$ cat src/rtl/audio_if_pkg.sv
// Shared definitions for the audio sample writer: register indices, CTRL
// and STATUS bit positions, and the packed layout of the STATUS word.
// Optional feature macro used by the design: AUDIO_UNDERRUN_CNT_EN.
package audio_if_pkg;

   // Register window indices (Avalon-MM address)
   localparam logic [1:0] REG_DATA     = 2'd0;
   localparam logic [1:0] REG_STATUS   = 2'd1;
   localparam logic [1:0] REG_CTRL     = 2'd2;
   localparam logic [1:0] REG_UNDERRUN = 2'd3;

   // CTRL write bits: enable is stored, flush and ovf_clr are one-shot
   localparam int CTRL_ENABLE_BIT  = 0;
   localparam int CTRL_FLUSH_BIT   = 1;
   localparam int CTRL_OVF_CLR_BIT = 2;

   // STATUS bit positions (empty and full occupy bits 0 and 1)
   localparam int STAT_OVF_BIT   = 2;
   localparam int STAT_COUNT_LSB = 8;
   localparam int STAT_COUNT_MSB = 15;

   typedef struct packed {
      logic [31:STAT_COUNT_MSB+1]             rsvd_hi;
      logic [STAT_COUNT_MSB:STAT_COUNT_LSB]   count;
      logic [STAT_COUNT_LSB-1:STAT_OVF_BIT+1] rsvd_lo;
      logic                                   overflow;
      logic                                   full;
      logic                                   empty;
   } status_reg_t;

endpackage

$ cat src/rtl/audio_write_interface_sample_fifo.sv
// sample_fifo: synchronous show-ahead FIFO. The entry at the read pointer is
// always presented on head_data; a pop simply advances the pointer.
// Ports:
//   clk, reset_n      clock, synchronous active-low reset
//   push, push_data   write request and sample (ignored when full)
//   pop               advance head (ignored when empty)
//   flush             empty the FIFO at the next edge; wins over push/pop
//   head_data         sample at the FIFO head
//   count/full/empty  occupancy, 0..DEPTH
// No overflow policy lives here; the caller decides what a refused push means.
module sample_fifo #(
   parameter int DATA_SIZE = 28,
   parameter int DEPTH     = 16,
   localparam int ADDR_W   = $clog2(DEPTH)
) (
   input  logic                 clk,
   input  logic                 reset_n,
   input  logic                 push,
   input  logic [DATA_SIZE-1:0] push_data,
   input  logic                 pop,
   input  logic                 flush,
   output logic [DATA_SIZE-1:0] head_data,
   output logic [ADDR_W:0]      count,
   output logic                 full,
   output logic                 empty
);

   localparam logic [ADDR_W:0] PTR_ONE   = (ADDR_W+1)'(1);
   localparam logic [ADDR_W:0] DEPTH_CNT = (ADDR_W+1)'(DEPTH);

   logic [DATA_SIZE-1:0] mem_q [DEPTH];
   // Pointers carry one extra bit so full and empty differ; they wrap mod 2*DEPTH.
   logic [ADDR_W:0] wr_ptr_q, wr_ptr_d;
   logic [ADDR_W:0] rd_ptr_q, rd_ptr_d;
   logic            do_push, do_pop;

   always_comb begin
      count    = wr_ptr_q - rd_ptr_q;
      full     = (count == DEPTH_CNT);
      empty    = (count == '0);
      do_push  = push && !full;
      do_pop   = pop && !empty;
      wr_ptr_d = wr_ptr_q;
      rd_ptr_d = rd_ptr_q;
      if (flush) begin
         wr_ptr_d = '0;
         rd_ptr_d = '0;
      end else begin
         if (do_push) wr_ptr_d = wr_ptr_q + PTR_ONE;
         if (do_pop)  rd_ptr_d = rd_ptr_q + PTR_ONE;
      end
   end

   assign head_data = mem_q[rd_ptr_q[ADDR_W-1:0]];

   always_ff @(posedge clk) begin
      if (!reset_n) begin
         wr_ptr_q <= '0;
         rd_ptr_q <= '0;
      end else begin
         wr_ptr_q <= wr_ptr_d;
         rd_ptr_q <= rd_ptr_d;
      end
   end

   // Storage needs no reset: empty pointers make its contents invisible.
   always_ff @(posedge clk) begin
      if (do_push && !flush) mem_q[wr_ptr_q[ADDR_W-1:0]] <= push_data;
   end

endmodule

$ cat src/rtl/audio_write_interface.sv
// audio_write_interface: Avalon-MM slave that buffers CPU-written audio
// samples in a FIFO and drains them through an Avalon-ST source.
// Ports:
//   clk, reset_n                 clock, synchronous active-low reset
//   chipselect/address/write/
//   writedata/read/read_data     register window (read_data: 1-cycle latency)
//   stream_valid/stream_data/
//   stream_ready                 sample output handshake
// Registers: 0 DATA (W), 1 STATUS (R), 2 CTRL (R/W), 3 UNDERRUN (R).
// Optional feature: define AUDIO_UNDERRUN_CNT_EN to build the saturating
// underrun counter at address 3; otherwise address 3 reads zero.
//
// Handshake: a sample transfers on a rising edge where stream_valid and
// stream_ready are both 1. stream_valid depends only on registered state
// (enable and FIFO occupancy), never on stream_ready, and stream_data holds
// the head sample steady until it is accepted.
module audio_write_interface
   import audio_if_pkg::*;
#(
   parameter int DATA_SIZE = 28,
   parameter int DEPTH     = 16
) (
   input  logic                 clk,
   input  logic                 reset_n,
   input  logic                 chipselect,
   input  logic [1:0]           address,
   input  logic                 write,
   input  logic [31:0]          writedata,
   input  logic                 read,
   output logic [31:0]          read_data,
   output logic                 stream_valid,
   output logic [DATA_SIZE-1:0] stream_data,
   input  logic                 stream_ready
);

   localparam int ADDR_W = $clog2(DEPTH);

   logic [ADDR_W:0] fifo_count;
   logic            fifo_full, fifo_empty;
   logic            push_req, ctrl_wr, fifo_push, ovf_push, flush, ovf_clr, pop;
   logic            enable_q, enable_d;
   logic            overflow_q, overflow_d;
   logic [31:0]     read_data_q, read_data_d;
   status_reg_t     status;
   logic            unused_writedata;

   // Upper writedata bits are architecturally ignored.
   assign unused_writedata = ^writedata;

   assign push_req  = chipselect && write && (address == REG_DATA);
   assign ctrl_wr   = chipselect && write && (address == REG_CTRL);
   assign flush     = ctrl_wr && writedata[CTRL_FLUSH_BIT];
   assign ovf_clr   = ctrl_wr && writedata[CTRL_OVF_CLR_BIT];
   // Fullness is judged before this edge, so a same-cycle pop cannot make room.
   assign fifo_push = push_req && !fifo_full;
   assign ovf_push  = push_req && fifo_full;

   assign stream_valid = enable_q && !fifo_empty;
   assign pop          = stream_valid && stream_ready;

   sample_fifo #(
      .DATA_SIZE (DATA_SIZE),
      .DEPTH     (DEPTH)
   ) u_fifo (
      .clk       (clk),
      .reset_n   (reset_n),
      .push      (fifo_push),
      .push_data (writedata[DATA_SIZE-1:0]),
      .pop       (pop),
      .flush     (flush),
      .head_data (stream_data),
      .count     (fifo_count),
      .full      (fifo_full),
      .empty     (fifo_empty)
   );

`ifdef AUDIO_UNDERRUN_CNT_EN
   logic [31:0] underrun_q, underrun_d;

   // Counts cycles where downstream is ready but nothing is available.
   always_comb begin
      underrun_d = underrun_q;
      if (ovf_clr)
         underrun_d = '0;
      else if (enable_q && fifo_empty && stream_ready && (underrun_q != 32'hFFFF_FFFF))
         underrun_d = underrun_q + 32'd1;
   end

   always_ff @(posedge clk) begin
      if (!reset_n) underrun_q <= '0;
      else          underrun_q <= underrun_d;
   end
`endif

   always_comb begin
      status          = '0;
      status.empty    = fifo_empty;
      status.full     = fifo_full;
      status.overflow = overflow_q;
      // Zero-extended for small DEPTH; only the low byte fits the field.
      status.count    = 8'(fifo_count);
   end

   always_comb begin
      enable_d    = enable_q;
      overflow_d  = overflow_q;
      read_data_d = read_data_q;

      if (ctrl_wr) enable_d = writedata[CTRL_ENABLE_BIT];

      // A same-cycle refused push keeps the flag set despite a clear.
      if (ovf_push)     overflow_d = 1'b1;
      else if (ovf_clr) overflow_d = 1'b0;

      if (chipselect && read) begin
         case (address)
            REG_DATA:     read_data_d = '0;
            REG_STATUS:   read_data_d = status;
            REG_CTRL:     read_data_d = {31'b0, enable_q};
`ifdef AUDIO_UNDERRUN_CNT_EN
            REG_UNDERRUN: read_data_d = underrun_q;
`else
            REG_UNDERRUN: read_data_d = '0;
`endif
            default:      read_data_d = '0;
         endcase
      end
   end

   always_ff @(posedge clk) begin
      if (!reset_n) begin
         enable_q    <= 1'b0;
         overflow_q  <= 1'b0;
         read_data_q <= '0;
      end else begin
         enable_q    <= enable_d;
         overflow_q  <= overflow_d;
         read_data_q <= read_data_d;
      end
   end

   assign read_data = read_data_q;

endmodule

$ cat config.mk
export PLATFORM = sky130hd
export DESIGN_NAME = audio_write_interface
export DESIGN_NICKNAME = d
export VERILOG_FILES = /design/src/rtl/audio_if_pkg.sv /design/src/rtl/audio_write_interface_sample_fifo.sv /design/src/rtl/audio_write_interface.sv
export SDC_FILE = /design/constraint.sdc
export NUM_CORES = 1
export LEC_CHECK = 0
export ABC_AREA = 1
export CAP_MARGIN = 20
export CORE_MARGIN = 10
export CORE_UTILIZATION = 55
export DETAILED_ROUTE_END_ITERATION = 12
export PLACE_DENSITY = 0.74
export SLEW_MARGIN = 10
export SYNTH_ARGS = -nofsm -noshare
export SYNTH_HDL_FRONTEND = slang
export SYNTH_HIERARCHICAL = 1
export SYNTH_SLANG_ARGS = --single-unit
$ cat constraint.sdc
create_clock -name clk -period 5.1 [get_ports clk]
set_input_delay 1.02 -clock clk [delete_from_list [all_inputs] [get_ports clk]]
set_output_delay 1.02 -clock clk [all_outputs]
set_load 0.02 [all_outputs]
==> impl_metrics.csv, run 1 <==
group,metric,value,unit
critical_path,cp-start-kind,"flip-flop",
worst_hold_path,hp-class,"flip-flop to flip-flop",
critical_path,r2r_end,"u_fifo/mem_q[4][10]",
critical_path,timing.rr.start,"u_fifo/wr_ptr_q[0]",
synth,synthDistinctLibCells,33,
global_routing,grt_overflow,0,
floorplanning,coreArea,34460,um2
final_layout,nets,1653,
final_layout,fill_cells,2495,
critical_path,path_cells,"inv_1 -> ha_1 -> inv_1 -> fa_1 -> or2_1 -> nor2_1 -> nand3_1 -> inv_1 -> nor2_1 -> clkdlybuf4s50_1",
clock_tree,cts_resized,0,
critical_path,r2r_cells,16,
final_layout,ff_latch_area,13950,um2
routing,viasPerCell,5.763,
floorplanning,die_w,206.8,um
placement,place.gp.congestion,0.8275,
critical_path,slowest_delay,550,ps
critical_path,worstPathRequired,4080,ps
final_layout,syn2layout_area_growth,13.88,%
floorplanning,die_h,206.8,um
synth,syn_inst,1545,
synth,synth_top_area_frac,0.7011,
clock_tree,htree_levels,2,
critical_path,crit_path_end,"stream_valid",
routing,first_pass_iters,7,
routing,ant_nets,0,
global_routing,antenna_found_initial,0,
routing,post_drt_wl_per_cell,20.15,um
clock_tree,postCtsSetupRepairBufs,0,
synth,synth.avg_cell_area,12.42,um2
critical_path,rrSetupSlack,760,ps
timing,skew,13.91,ps
critical_path,startpoint,"u_fifo/wr_ptr_q[0]",
timing,maxSlewViolCount,0,
timing,hold_violations,0,
floorplanning,row_count,68,
routing,drc,0,
global_routing,track_usage,0.1952,
timing,finalCriticalPeriod,4448,ps
run_status,status,"completed",
clock_tree,clk_latency,540,ps
timing,rsz0062_at_grt,"no",
timing,tns,0,ps
global_routing,grt_pass1_vias,11620,
routing,drt_iter0_markers,1043,
critical_path,crit_family,"buffers and inverters",
final_layout,multiInputGateArea,4656,um2
clock_tree,clkSlewWorstSetupHoldPaths,60,ps
critical_path,worstPathArrival,3430,ps
critical_path,path_buf_inv,4,
global_routing,grt_max_degree,184,
critical_path,slowest_stage,"clkdlybuf4s50_1",
critical_path,path_max_fanout,11,
synth,ys_ff_latch,472,
timing,slew_headroom,0.4920,
clock_tree,root_buffer,"clkbuf_16",
synth,synth_top_area_cell,"edfxtp_1",
power_and_ir_drop,power_density,354.1,nW/um2
clock_tree,cts_made_buffers,47,
timing,fmax,224.8,MHz
job,cap_viol_max_count,0,
global_routing,grt_pass1_wl,64.94,mm
floorplanning,die_area,42760,um2
power_and_ir_drop,p_leak,7.008,nW
clock_tree,cts.sinks,472,
worst_hold_path,whs_path_depth,2,
clock_tree,cts_hold_buf,0,
synth,synth-seq-area-share,0.7262,
synth,synth_area_leaders,"edfxtp_1 70%, nor2_1 7.3%, o21ai_0 5.3%",
power_and_ir_drop,p_total,7.738,mW
routing,via_count,12060,
floorplanning,boundaryPins,101,
final_layout,drive_above_1_share,0.07819,
placement,io_buffers,72,
timing,max_slew.worst_pin.slew,760.8,ps
critical_path,cp.depth,10,
synth,yosys_warnings,6,
clock_tree,clock_path_buffers,3,
critical_path,worstSetupPathType,"flip-flop to output pin",
critical_path,endpoint_kind,"output pin",
power_and_ir_drop,ir_worst_vdd,0.2281,mV
timing,post-route-period-util,0.8721,
timing,setup_violations,0,
clock_tree,cts_tree,"yes",
synth,syn_area,19190,um2
routing,routed_wl,42.18,mm
floorplanning,start_util,0.5568,
placement,dp_hpwl,22.20,mm
critical_path,cpMostUsedCell,"inv_1",
[cell usage in the layout, fill, tap and decap left out, drive strengths merged]
| cell type | count |
|---|---|
| a21oi | 22 |
| buf | 32 |
| bufinv | 5 |
| clkbuf | 58 |
| clkdlybuf4s50 | 72 |
| clkinv | 20 |
| clkinvlp | 2 |
| conb | 24 |
| dfxtp | 24 |
| diode | 1 |
| edfxtp | 448 |
| fa | 1 |
| ha | 9 |
| inv | 29 |
| nand2 | 95 |
| nand3 | 58 |
| nand3b | 1 |
| nand4 | 1 |
| nor2 | 374 |
| nor3 | 2 |
| nor3b | 1 |
| nor4 | 1 |
| o211ai | 112 |
| o21ai | 244 |
| or2 | 1 |
| xor2 | 1 |
[stage by stage]
| stage | instances | area (um2) | setup slack [ps] | utilization | hold slack, ps |
|---|---|---|---|---|---|
| 6_report | 2093 | 21850 | 652.2 | 0.6341 | 465.9 |
| 5_1_grt | 2092 | 21850 | 420.2 | 0.6341 | 489.3 |
| 4_1_cts | 2092 | 21850 | 644.3 | 0.6341 | 466.9 |
| 3_5_place_dp | 2009 | 20340 | 787.1 | 0.5904 | 453.1 |
| 3_3_place_gp | 2009 | 20340 | 890.7 | 0.5904 | 453.0 |
| 2_1_floorplan | 1568 | 19270 | 676.3 | - | 439.1 |
[state kept, by name (all words and copies together), names as in the netlist, named ones only]
| name | cells |
|---|---|
| u_fifo/wr_ptr_q | 5 |
| read_data | 8 |
| u_fifo/mem_q | 448 |
| enable_q | 1 |
| overflow_q | 1 |
| u_fifo/rd_ptr_q | 5 |
[power breakdown]
part	switching (mW)	internal [mW]	total, mW
Combinational	0.102	0.0426	0.145
Sequential	0.00245	4.24	4.25
Clock	1.35	2.00	3.35
[routing by layer]
metal  track usage  share of wire
met5             0              0
met2        0.3216           0.49
met1        0.2596           0.42
met3       0.03714          0.075
met4       0.05951          0.021
[cells in the mapped netlist, drive strengths merged]
| library cell | number |
|---|---|
| o21ai | 244 |
| nor2 | 374 |
| nor3 | 2 |
| dfxtp | 24 |
| fa | 1 |
| nand3 | 58 |
| conb | 1 |
| ha | 9 |
| a21oi | 22 |
| buf | 71 |
| nand4 | 1 |
| edfxtp | 448 |
| nor4 | 1 |
| or2 | 1 |
| xor2 | 1 |
| nor3b | 1 |
| nand3b | 1 |
| clkbuf | 47 |
| o211ai | 112 |
| nand2 | 95 |
| inv | 29 |
| clkinv | 2 |
[worst min-delay path by stage]
stage                from      endpoint  slack [ps]
2_1_floorplan  overflow_q  read_data[2]         440
3_3_place_gp   overflow_q    overflow_q         450
3_5_place_dp   overflow_q  read_data[2]         450
4_1_cts        overflow_q  read_data[2]         470
5_1_grt        overflow_q    overflow_q         490
6_report       overflow_q  read_data[2]         470
[worst reg2reg max path: cells and delay by family, from the launching register on]
family | cells | cell delay, ps
simple gates | 8 | 1900
fa+ha+maj | 2 | 580
flops | 1 | 340
buf+inv | 6 | 1200
[final cells by class]
class,instances,share of cell area
inverter,31,0.005669
multi-input combinational,947,0.2131
tap,455,0.02605
timing repair buffer,104,0.04798
clock inverter,25,0.01122
clock buffer,58,0.05766
sequential,472,0.6382
antenna,1,0.0001145
[logic make-up (layout without fill, tap and decap cells)]
| kind of cell | count (synthesis) | count (layout) | synth area share |
|---|---|---|---|
| AO/OA/AOI/OAI | 378 | 378 | 0.1140 |
| XOR/XNOR | 1 | 1 | 0.0004566 |
| adder cells (fa/ha/maj) | 10 | 10 | 0.006912 |
| buffers and inverters | 149 | 218 | 0.04193 |
| flip-flops | 472 | 472 | 0.7262 |
| other | 1 | 25 | 0.0001954 |
| AND/OR/NAND/NOR | 534 | 534 | 0.1103 |
Power figures use the tool's default switching activity.
==> run 2: changes to the inputs <==
--- a/config.mk
+++ b/config.mk
@@ -7,6 +7,7 @@
 export LEC_CHECK = 0
 export ABC_AREA = 1
 export CAP_MARGIN = 20
+export CORE_ASPECT_RATIO = 0.9
 export CORE_MARGIN = 10
 export CORE_UTILIZATION = 55
 export DETAILED_ROUTE_END_ITERATION = 12
==> run 2 against run 1 <==
Compared with the run above:
- sequential power hardly changed
- register-to-register slack better by 450 ps
- hold slack better by 3.9 ps
- sequential share of layout area increased by 0.095 points
- critical endpoint unchanged
- combinational power about the same
- count of clock-buffer cells in the layout rose by 2
- clock power decreased by 6.0%
- maximum frequency up 1.1%
- clock skew decreased by 1.9 ps
- sequential cell count did not move
- global-route usage up 0.35 points
- critical path depth unchanged
==> impl_metrics.csv, run 2 (synthesis results as in run 1) <==
group,metric,value,unit
critical_path,rrSetupSlack,1210,ps
floorplanning,start_util,0.5611,
timing,hold_violations,0,
clock_tree,cts.sinks,472,
clock_tree,clock_path_buffers,3,
critical_path,worstPathArrival,3380,ps
clock_tree,cts_hold_buf,0,
routing,first_pass_iters,5,
power_and_ir_drop,p_leak,6.966,nW
timing,slew_headroom,0.3562,
final_layout,fin_area,21820,um2
critical_path,crit_family,"buffers and inverters",
critical_path,path_buf_inv,4,
power_and_ir_drop,power_density,345.6,nW/um2
critical_path,worstSetupPathType,"flip-flop to output pin",
power_and_ir_drop,p_total,7.540,mW
timing,finalCriticalPeriod,4401,ps
critical_path,cp-start-kind,"flip-flop",
critical_path,path_cells,"inv_1 -> ha_1 -> inv_1 -> fa_1 -> or2_1 -> nor2_1 -> nand3_1 -> inv_1 -> nor2_1 -> clkdlybuf4s50_1",
clock_tree,htree_levels,2,
global_routing,grt_pass1_vias,11760,
final_layout,nets,1652,
timing,setup_violations,0,
routing,drc,0,
clock_tree,cts_tree,"yes",
clock_tree,cts_made_buffers,46,
final_layout,multiInputGateArea,4656,um2
power_and_ir_drop,seq_power_share,0.563,
critical_path,cp.depth,10,
final_layout,drive_above_1_share,0.07160,
critical_path,startpoint,"u_fifo/wr_ptr_q[0]",
timing,tns,0,ps
critical_path,cpMostUsedCell,"inv_1",
routing,ant_nets,0,
worst_hold_path,hp-class,"flip-flop to flip-flop",
final_layout,ff_latch_area,13950,um2
routing,via_count,12100,
placement,place_area,20430,um2
clock_tree,clkSlewWorstSetupHoldPaths,60,ps
global_routing,antenna_found_initial,1,
floorplanning,boundaryPins,101,
critical_path,crit_path_end,"stream_valid",
placement,io_buffers,72,
placement,post-place-ws,1209,ps
final_layout,largest_reg_flops,448,
floorplanning,row_count,64,
clock_tree,postCtsSetupRepairBufs,0,
power_and_ir_drop,pwr-share-clk,0.418,
timing,post-route-period-util,0.8629,
timing,postLayoutSetupSlackWorst,699.4,ps
final_layout,most-common-layout-cells,"448 x edfxtp_1, 358 x nor2_1, 203 x o21ai_0, 109 x o211ai_1, 94 x nand2_1",
global_routing,grt_pass1_wl,66.30,mm
routing,post_drt_wl_per_cell,20.65,um
power_and_ir_drop,p_int,6.118,mW
job,cap_viol_max_count,0,
final_layout,final_cells,2097,
critical_path,endpoint_kind,"output pin",
critical_path,timing.rr.start,"u_fifo/wr_ptr_q[0]",
timing,whs,469.8,ps
global_routing,track_usage,0.1987,
placement,place.gp.congestion,0.7877,
final_layout,syn2layout_area_growth,13.71,%
critical_path,slowest_stage,"clkdlybuf4s50_1",
power_and_ir_drop,ir_worst_vdd,0.3194,mV
power_and_ir_drop,swShare,0.1885,
power_and_ir_drop,power.switching,1.421,mW
power_and_ir_drop,power_frac_comb,0.019,
timing,rsz0062_at_grt,"no",
clock_tree,root_buffer,"clkbuf_16",
timing,skew,11.96,ps
final_layout,final_common_cell,"edfxtp_1",
global_routing,grt_overflow,0,
floorplanning,coreArea,34190,um2
run_status,status,"completed",
clock_tree,cts_resized,0,
timing,fmax,227.2,MHz
clock_tree,clk_latency,540,ps
critical_path,r2r_cells,16,
critical_path,r2r_end,"u_fifo/mem_q[10][18]",
timing,maxSlewViolCount,0,
critical_path,worstPathRequired,4080,ps
routing,routed_wl,43.30,mm
critical_path,slowest_delay,540,ps
floorplanning,die_area,42770,um2
routing,drt_iter0_markers,1294,
global_routing,grt_max_degree,225,
routing,viasPerCell,5.770,
timing,max_slew.worst_pin.slew,965.7,ps
critical_path,path_max_fanout,11,
final_layout,final_util,0.6381,
floorplanning,die_w,216.9,um
placement,dp_hpwl,22.96,mm
final_layout,fill_cells,2557,
floorplanning,die_h,197.2,um
placement,numPlacedInstances,2016,
==> run 2: changes by cell type in the layout (fill, tap and decap cells not counted) <==
cell	change
buf_12	+6
buf_4	-6
clkinv_2	-6
clkbuf_1	+4
clkinv_1	+4
bufinv_16	-2
clkbuf_16	-2
clkinvlp_4	-2
inv_6	+1
==> run 2: metal layers <==
layer / global-route usage / vias up / wire, um
li1: - / 5659 / -
met2: 0.3216 / 455 / 20770
met4: 0.06442 / 0 / 1107
met1: 0.2684 / 5900 / 18360
met5: 0 / - / 0
met3: 0.03644 / 86 / 3061
==> run 2: worst reg2reg max path: cells and delay by family (launching register included) <==
| kind | cells | cell delay [ps] |
|---|---|---|
| buffers and inverters | 6 | 1300 |
| adder cells (fa/ha/maj) | 2 | 560 |
| flip-flops | 1 | 350 |
| AND/OR/NAND/NOR | 8 | 1320 |
==> run 2: power groups by stage <==
| stage | registers [mW] | logic, mW | clock network (mW) |
|---|---|---|---|
| floorplan | 4.33 | 0.0647 | 0 |
| CTS | 4.25 | 0.146 | 3.20 |
| global placement | 4.33 | 0.141 | 0 |
| detailed placement | 4.33 | 0.145 | 0 |
| global route | 4.24 | 0.160 | 3.37 |
| finish | 4.25 | 0.145 | 3.15 |
==> run 2: worst min-delay path by stage <==
stage,startpoint,end,cells after the start
CTS,read_data[1],read_data[1],2
finish,read_data[1],read_data[1],2
floorplan,overflow_q,read_data[2],2
global placement,overflow_q,overflow_q,2
global route,overflow_q,overflow_q,2
detailed placement,read_data[1],read_data[1],2
==> run 2: layout make-up <==
cell class,count,area share
Timing Repair Buffer,104,0.05150
Inverter,31,0.005677
Tap cell,462,0.02649
Sequential cell,472,0.6392
Antenna cell,1,0.0001147
Multi-Input combinational cell,947,0.2134
Clock buffer,60,0.05614
Clock inverter,20,0.007512
==> RTL edit 1, RTL diff (config.mk and constraints of run 1) <==
Add a define of `AUDIO_UNDERRUN_CNT_EN`.
--- a/src/rtl/audio_write_interface.sv
+++ b/src/rtl/audio_write_interface.sv
@@ -16,2 +16,4 @@
 // the head sample steady until it is accepted.
+`define AUDIO_UNDERRUN_CNT_EN
+
 module audio_write_interface
Check against the original RTL: not equivalent (Yosys sat finds a counterexample within 4 cycles, from zero or initial values and one cycle with reset_n low).
==> RTL edit 1 against run 1 <==
  * Cell area increased by 14%
  * Register-to-register slack better by 240 ps
  * Worst hold slack improved by 28 ps
  * Fmax down 1.8%
  * Wire length up 20%
  * Setup slack lost 84 ps
  * Non-clock buffer count rose by 25
  * Synthesized area grew 14%
  * Sequential cell count is 56 higher
  * Power is 9.1% higher
  * Highest routed layer is now met5
==> RTL edit 1: results (changes against run 1) <==
STA
  • Final hold slack: 493 ps (+27.6 ps)
  • Crit path time final: 4530 ps (+83.5 ps)
  • Slew at the pin with the worst max-slew slack: 999 ps (+238 ps)

GRT
  • Maximum number of pins on one net before global-route repair: 225 (+22%)
  • Number of global-route vias before repair: 14465 (+24%)
  • Met3 capacity usage during global routing: 0.0420 (+0.00482)
  • First-pass GRT wire length: 79.1 mm (+22%)
  • Number of antenna violations at the first check in global routing: 2 (+2)
  • Global-route met2 utilization: 0.343 (+0.0209)
  • Met1 track utilization from global routing: 0.278 (+0.0179)

Status
  • Run status: finished clean

Finish
  • Layout cells sized above 1: 0.0754 (-0.00280)
  • Fin nets: 2064 (+25%)

Setup path
  • Reg2reg path depth: 15 (-1)
  • Worst-case register-to-register setup slack: 1000 ps (+240 ps)
  • Arrival time of the worst setup path: 3510 ps (+80 ps)

Yosys
  • Synth Area in Compound Gates: 0.118 (+0.00381)
  • Most used standard cells in the synthesized netlist: sky130_fd_sc_hd__edfxtp_1 (448), sky130_fd_sc_hd__nor2_1 (444), sky130_fd_sc_hd__nand2_1 (218)
  • Sequential-to-total area share from yosys stat: 0.688 (-0.0382)
  • Top post-synthesis cells by area: sky130_fd_sc_hd__edfxtp_1 (61%), sky130_fd_sc_hd__nor2_1 (7.6%), sky130_fd_sc_hd__dfxtp_1 (7.3%)
  • Number of library cell types mapped by synthesis: 40 (+21%)
  • XOR/XNOR share of the synthesized area: 0.00240 (+0.00195)

Route
  • Number of DRC violations after detailed-routing iteration 0: 1303 (+25%)
  • M1 wire length: 21.5 mm (+23%)
  • Met3 wirelength from detailed routing: 3.44 mm (+9.4%)
  • Top sig layer: met5

Pwr
  • IR Drop Worst-Case VDD: 0.242 mV (+6.2%)
  • Power consumed by combinational cells: 153 uW (+6%)
  • Static leakage: 0.00785 uW (+12%)

Placement
  • Number of buffer cells added on primary ports: 96 (+33%)
  • Placer congestion estimate: 0.878 (+6.1%)
  • Placed wire-length estimate after detailed placement: 27.1 mm (+22%)
  • Worst setup slack before clock tree synthesis: 1070 ps (+280 ps)
  • Inst Count DP: 2483 (+24%)
  • Post-Place Cell Area: 0.0233 mm^2 (+15%)
-- RTL edit 1: cell types whose count changed after synthesis, moves of 9 or more --
cell                       delta
sky130_fd_sc_hd__clkbuf_1    +11
sky130_fd_sc_hd__a21oi_1     +21
sky130_fd_sc_hd__buf_4       -23
sky130_fd_sc_hd__nand3b_1    +12
sky130_fd_sc_hd__nand3_1     +14
sky130_fd_sc_hd__nand2_1    +124
sky130_fd_sc_hd__inv_1       +27
sky130_fd_sc_hd__nor3_1       +9
sky130_fd_sc_hd__a31oi_1      +9
sky130_fd_sc_hd__nor2_1      +70
sky130_fd_sc_hd__dfxtp_1     +56
sky130_fd_sc_hd__nor2_2      +10
sky130_fd_sc_hd__a22oi_1     +25
-- RTL edit 1: final cells by class --
cell class	count	area [um^2]
diodes	1	2.50
clock buffers	68	1360
clock inverters	29	243
fillers	2973	14600
inverters	57	221
multi-input cells	1245	6130
flip-flops and latches	528	15100
well taps	525	657
repair buffers	129	1250
==> RTL edit 2, RTL diff (settings of run 1) <==
Made on the original files. `read_data_q` no longer has a reset.
--- a/src/rtl/audio_write_interface.sv
+++ b/src/rtl/audio_write_interface.sv
@@ -133,3 +133,2 @@
          overflow_q  <= 1'b0;
-         read_data_q <= '0;
       end else begin
@@ -137,4 +136,7 @@
          overflow_q  <= overflow_d;
-         read_data_q <= read_data_d;
       end
+   end
+
+   always_ff @(posedge clk) begin
+      read_data_q <= read_data_d;
    end
Behaviour: not the same (Yosys sat finds a counterexample within 4 cycles, from zero or initial values and one cycle with reset_n low).
==> RTL edit 2 against run 1 <==
  * Setup slack improved by 4.1 ps
  * Die area increased by 0.11%
  * Cell area grew 0.27%
  * Synthesized area up 0.12%
  * Critical endpoint unchanged
  * Wire length rose by 0.44%
  * Cell count decreased by 0.48%
  * Critical path depth unchanged
  * Worst hold slack better by 10 ps
  * Power is 1.6% higher
  * Sequential cell count stayed put
  * Global-route usage grew 0.22 points
  * Synthesized cell count shrank 0.65%
==> RTL edit 2: results (changes against run 1) <==
Status
  • Run status: finished clean

Yosys
  • Top FF cell, synth: sky130_fd_sc_hd__edfxtp_1
  • Number of library cell types mapped by synthesis: 31 (-6.1%)
  • Sequential-to-total area share from yosys stat: 0.729 (+0.00332)
  • Most used standard cells in the synthesized netlist: sky130_fd_sc_hd__edfxtp_1 (456), sky130_fd_sc_hd__nor2_1 (381), sky130_fd_sc_hd__o21ai_0 (203)
  • Number of enable-type register cells in the synthesized netlist: 456 (+1.8%)
  • Async SR Flop Fraction: 0 (unchanged)
  • Top post-synthesis cells by area: sky130_fd_sc_hd__edfxtp_1 (71%), sky130_fd_sc_hd__nor2_1 (7.4%), sky130_fd_sc_hd__o21ai_0 (5.3%)
  • Number of warnings issued by yosys: 6 (unchanged)

Route
  • Count of vias placed by the detailed router: 11832 (-1.9%)
  • First-pass DRT Iterations: 5 (-2)
  • DRC violations left: 0 (unchanged)
  • Routed wire length: 42.4 mm (+0.44%)
  • Number of DRC violations after detailed-routing iteration 0: 1091 (+4.6%)

Pwr
  • Static leakage: 0.00703 uW (+0.31%)
  • IR Drop Worst-Case VDD: 0.275 mV (+21%)

Finish
  • Flip-flop count of the largest register after layout: 448 (unchanged)
  • Fin nets: 1642 (-0.67%)
  • Antenna diodes: 0 (-1)
  • Layout cells sized above 1: 0.0811 (+0.00289)
  • Fill cell count: 2571 (+3.0%)

Placement
  • Number of buffer cells added on primary ports: 72 (unchanged)
  • Placed wire-length estimate after detailed placement: 22.1 mm (-0.49%)
  • Post-Place Cell Area: 0.0203 mm^2 (about the same)
  • Placer congestion estimate: 0.756 (-8.7%)

Clock network
  • Total setup buffers inserted after CTS: 0 (unchanged)
  • CTS H-Tree Depth: 2 (unchanged)
  • Maximum count of clock buffers along a single path: 3 (unchanged)
  • Insertion delay to the later sink of the worst-skew pair: 560 ps (+20 ps)
  • Post-CTS sizing: 0 (unchanged)
  • CTS Buf Count: 47 (unchanged)
  • Clock-pin slew on the worst setup and hold paths: 60 ps (about the same)
  • Cell chosen for the clock root: sky130_fd_sc_hd__clkbuf_16

GRT
  • Combined global-route utilization of all metal layers: 0.197 (+0.00224)
  • First-pass GRT wire length: 65.0 mm (about the same)
  • Number of antenna violations at the first check in global routing: 1 (+1)
  • Maximum number of pins on one net before global-route repair: 193 (+4.9%)
  • Number of global-route vias before repair: 11611 (-0.095%)

STA
  • Clock Skews: 13.0 ps (-0.868 ps)
  • Max-Slew Margin vs Limit: 0.307 (-0.185)
  • Number of setup violations in the final report: 0 (unchanged)

Flow run
  • Max cap viols: 0 (unchanged)

Setup path
  • Reg2reg path depth: 15 (-1)
  • Crit Path Max Fanout: 11 (unchanged)
  • Cell type of the slowest stage on the worst timing path: sky130_fd_sc_hd__clkdlybuf4s50_1
  • Delay of the slowest cell on the worst path: 540 ps

Min path
  • Hold Crit Class: reg -> reg
  • Worst hold path depth: 2 (unchanged)
## RTL edit 2: kinds of logic after synthesis
group | share of synthesized area
buffers and inverters | 0.0431
AO/OA/AOI/OAI | 0.112
flip-flops | 0.729
adder cells (fa/ha/maj) | 0.00690
other | 0.000195
AND/OR/NAND/NOR | 0.108
XOR/XNOR | 0.000456
## RTL edit 2: layout make-up
cell class                 count  share of cell area
multi-input combinational    931               0.209
sequential                   472               0.640
clock inverter                32              0.0147
inverter                      37             0.00668
timing repair buffer         103              0.0469
tap                          455              0.0260
clock buffer                  53              0.0566
## RTL edit 2: metal layers
metal | GRT usage | routed length, um
met5 | 0 | 13
met1 | 0.253 | 17200
met4 | 0.0652 | 975
met3 | 0.0378 | 3250
met2 | 0.333 | 20900
## RTL edit 2: path summary, 6_finish.rpt
kind	startpoint	endpoint	slack (ps)
setup reg to reg	u_fifo/wr_ptr_q[0]$_SDFFE_PP0P_	u_fifo/mem_q[1][1]$_DFFE_PP_	790
setup / recovery	u_fifo/wr_ptr_q[0]$_SDFFE_PP0P_	stream_valid	660
hold / removal	overflow_q$_SDFFE_PN0P_	overflow_q$_SDFFE_PN0P_	480
hold reg to reg	overflow_q$_SDFFE_PN0P_	overflow_q$_SDFFE_PN0P_	480
## RTL edit 2: power by group
group	internal (uW)	switching, uW	total (uW)
combinational	45.8	102	148
clock	2050	1410	3460
sequential	4250	2.94	4260
total	6350	1510	7870
## RTL edit 2: stage by stage
stage               total power, uW  instances  setup WS [ps]  utilization
floorplan                      4410       1558            677            -
global placement               4480       1998            924        0.589
detailed placement             4490       1998            787        0.589
CTS                            7910       2083            631        0.634
global route                   8090       2083            403        0.634
finish                         7870       2083            656        0.634
## RTL edit 2: critical path, delay by kind of cell (launching register included)
kind,cells,cell delay [ps]
fa+ha+maj,2,660
buf+inv,4,990
flops,1,400
simple gates,4,820
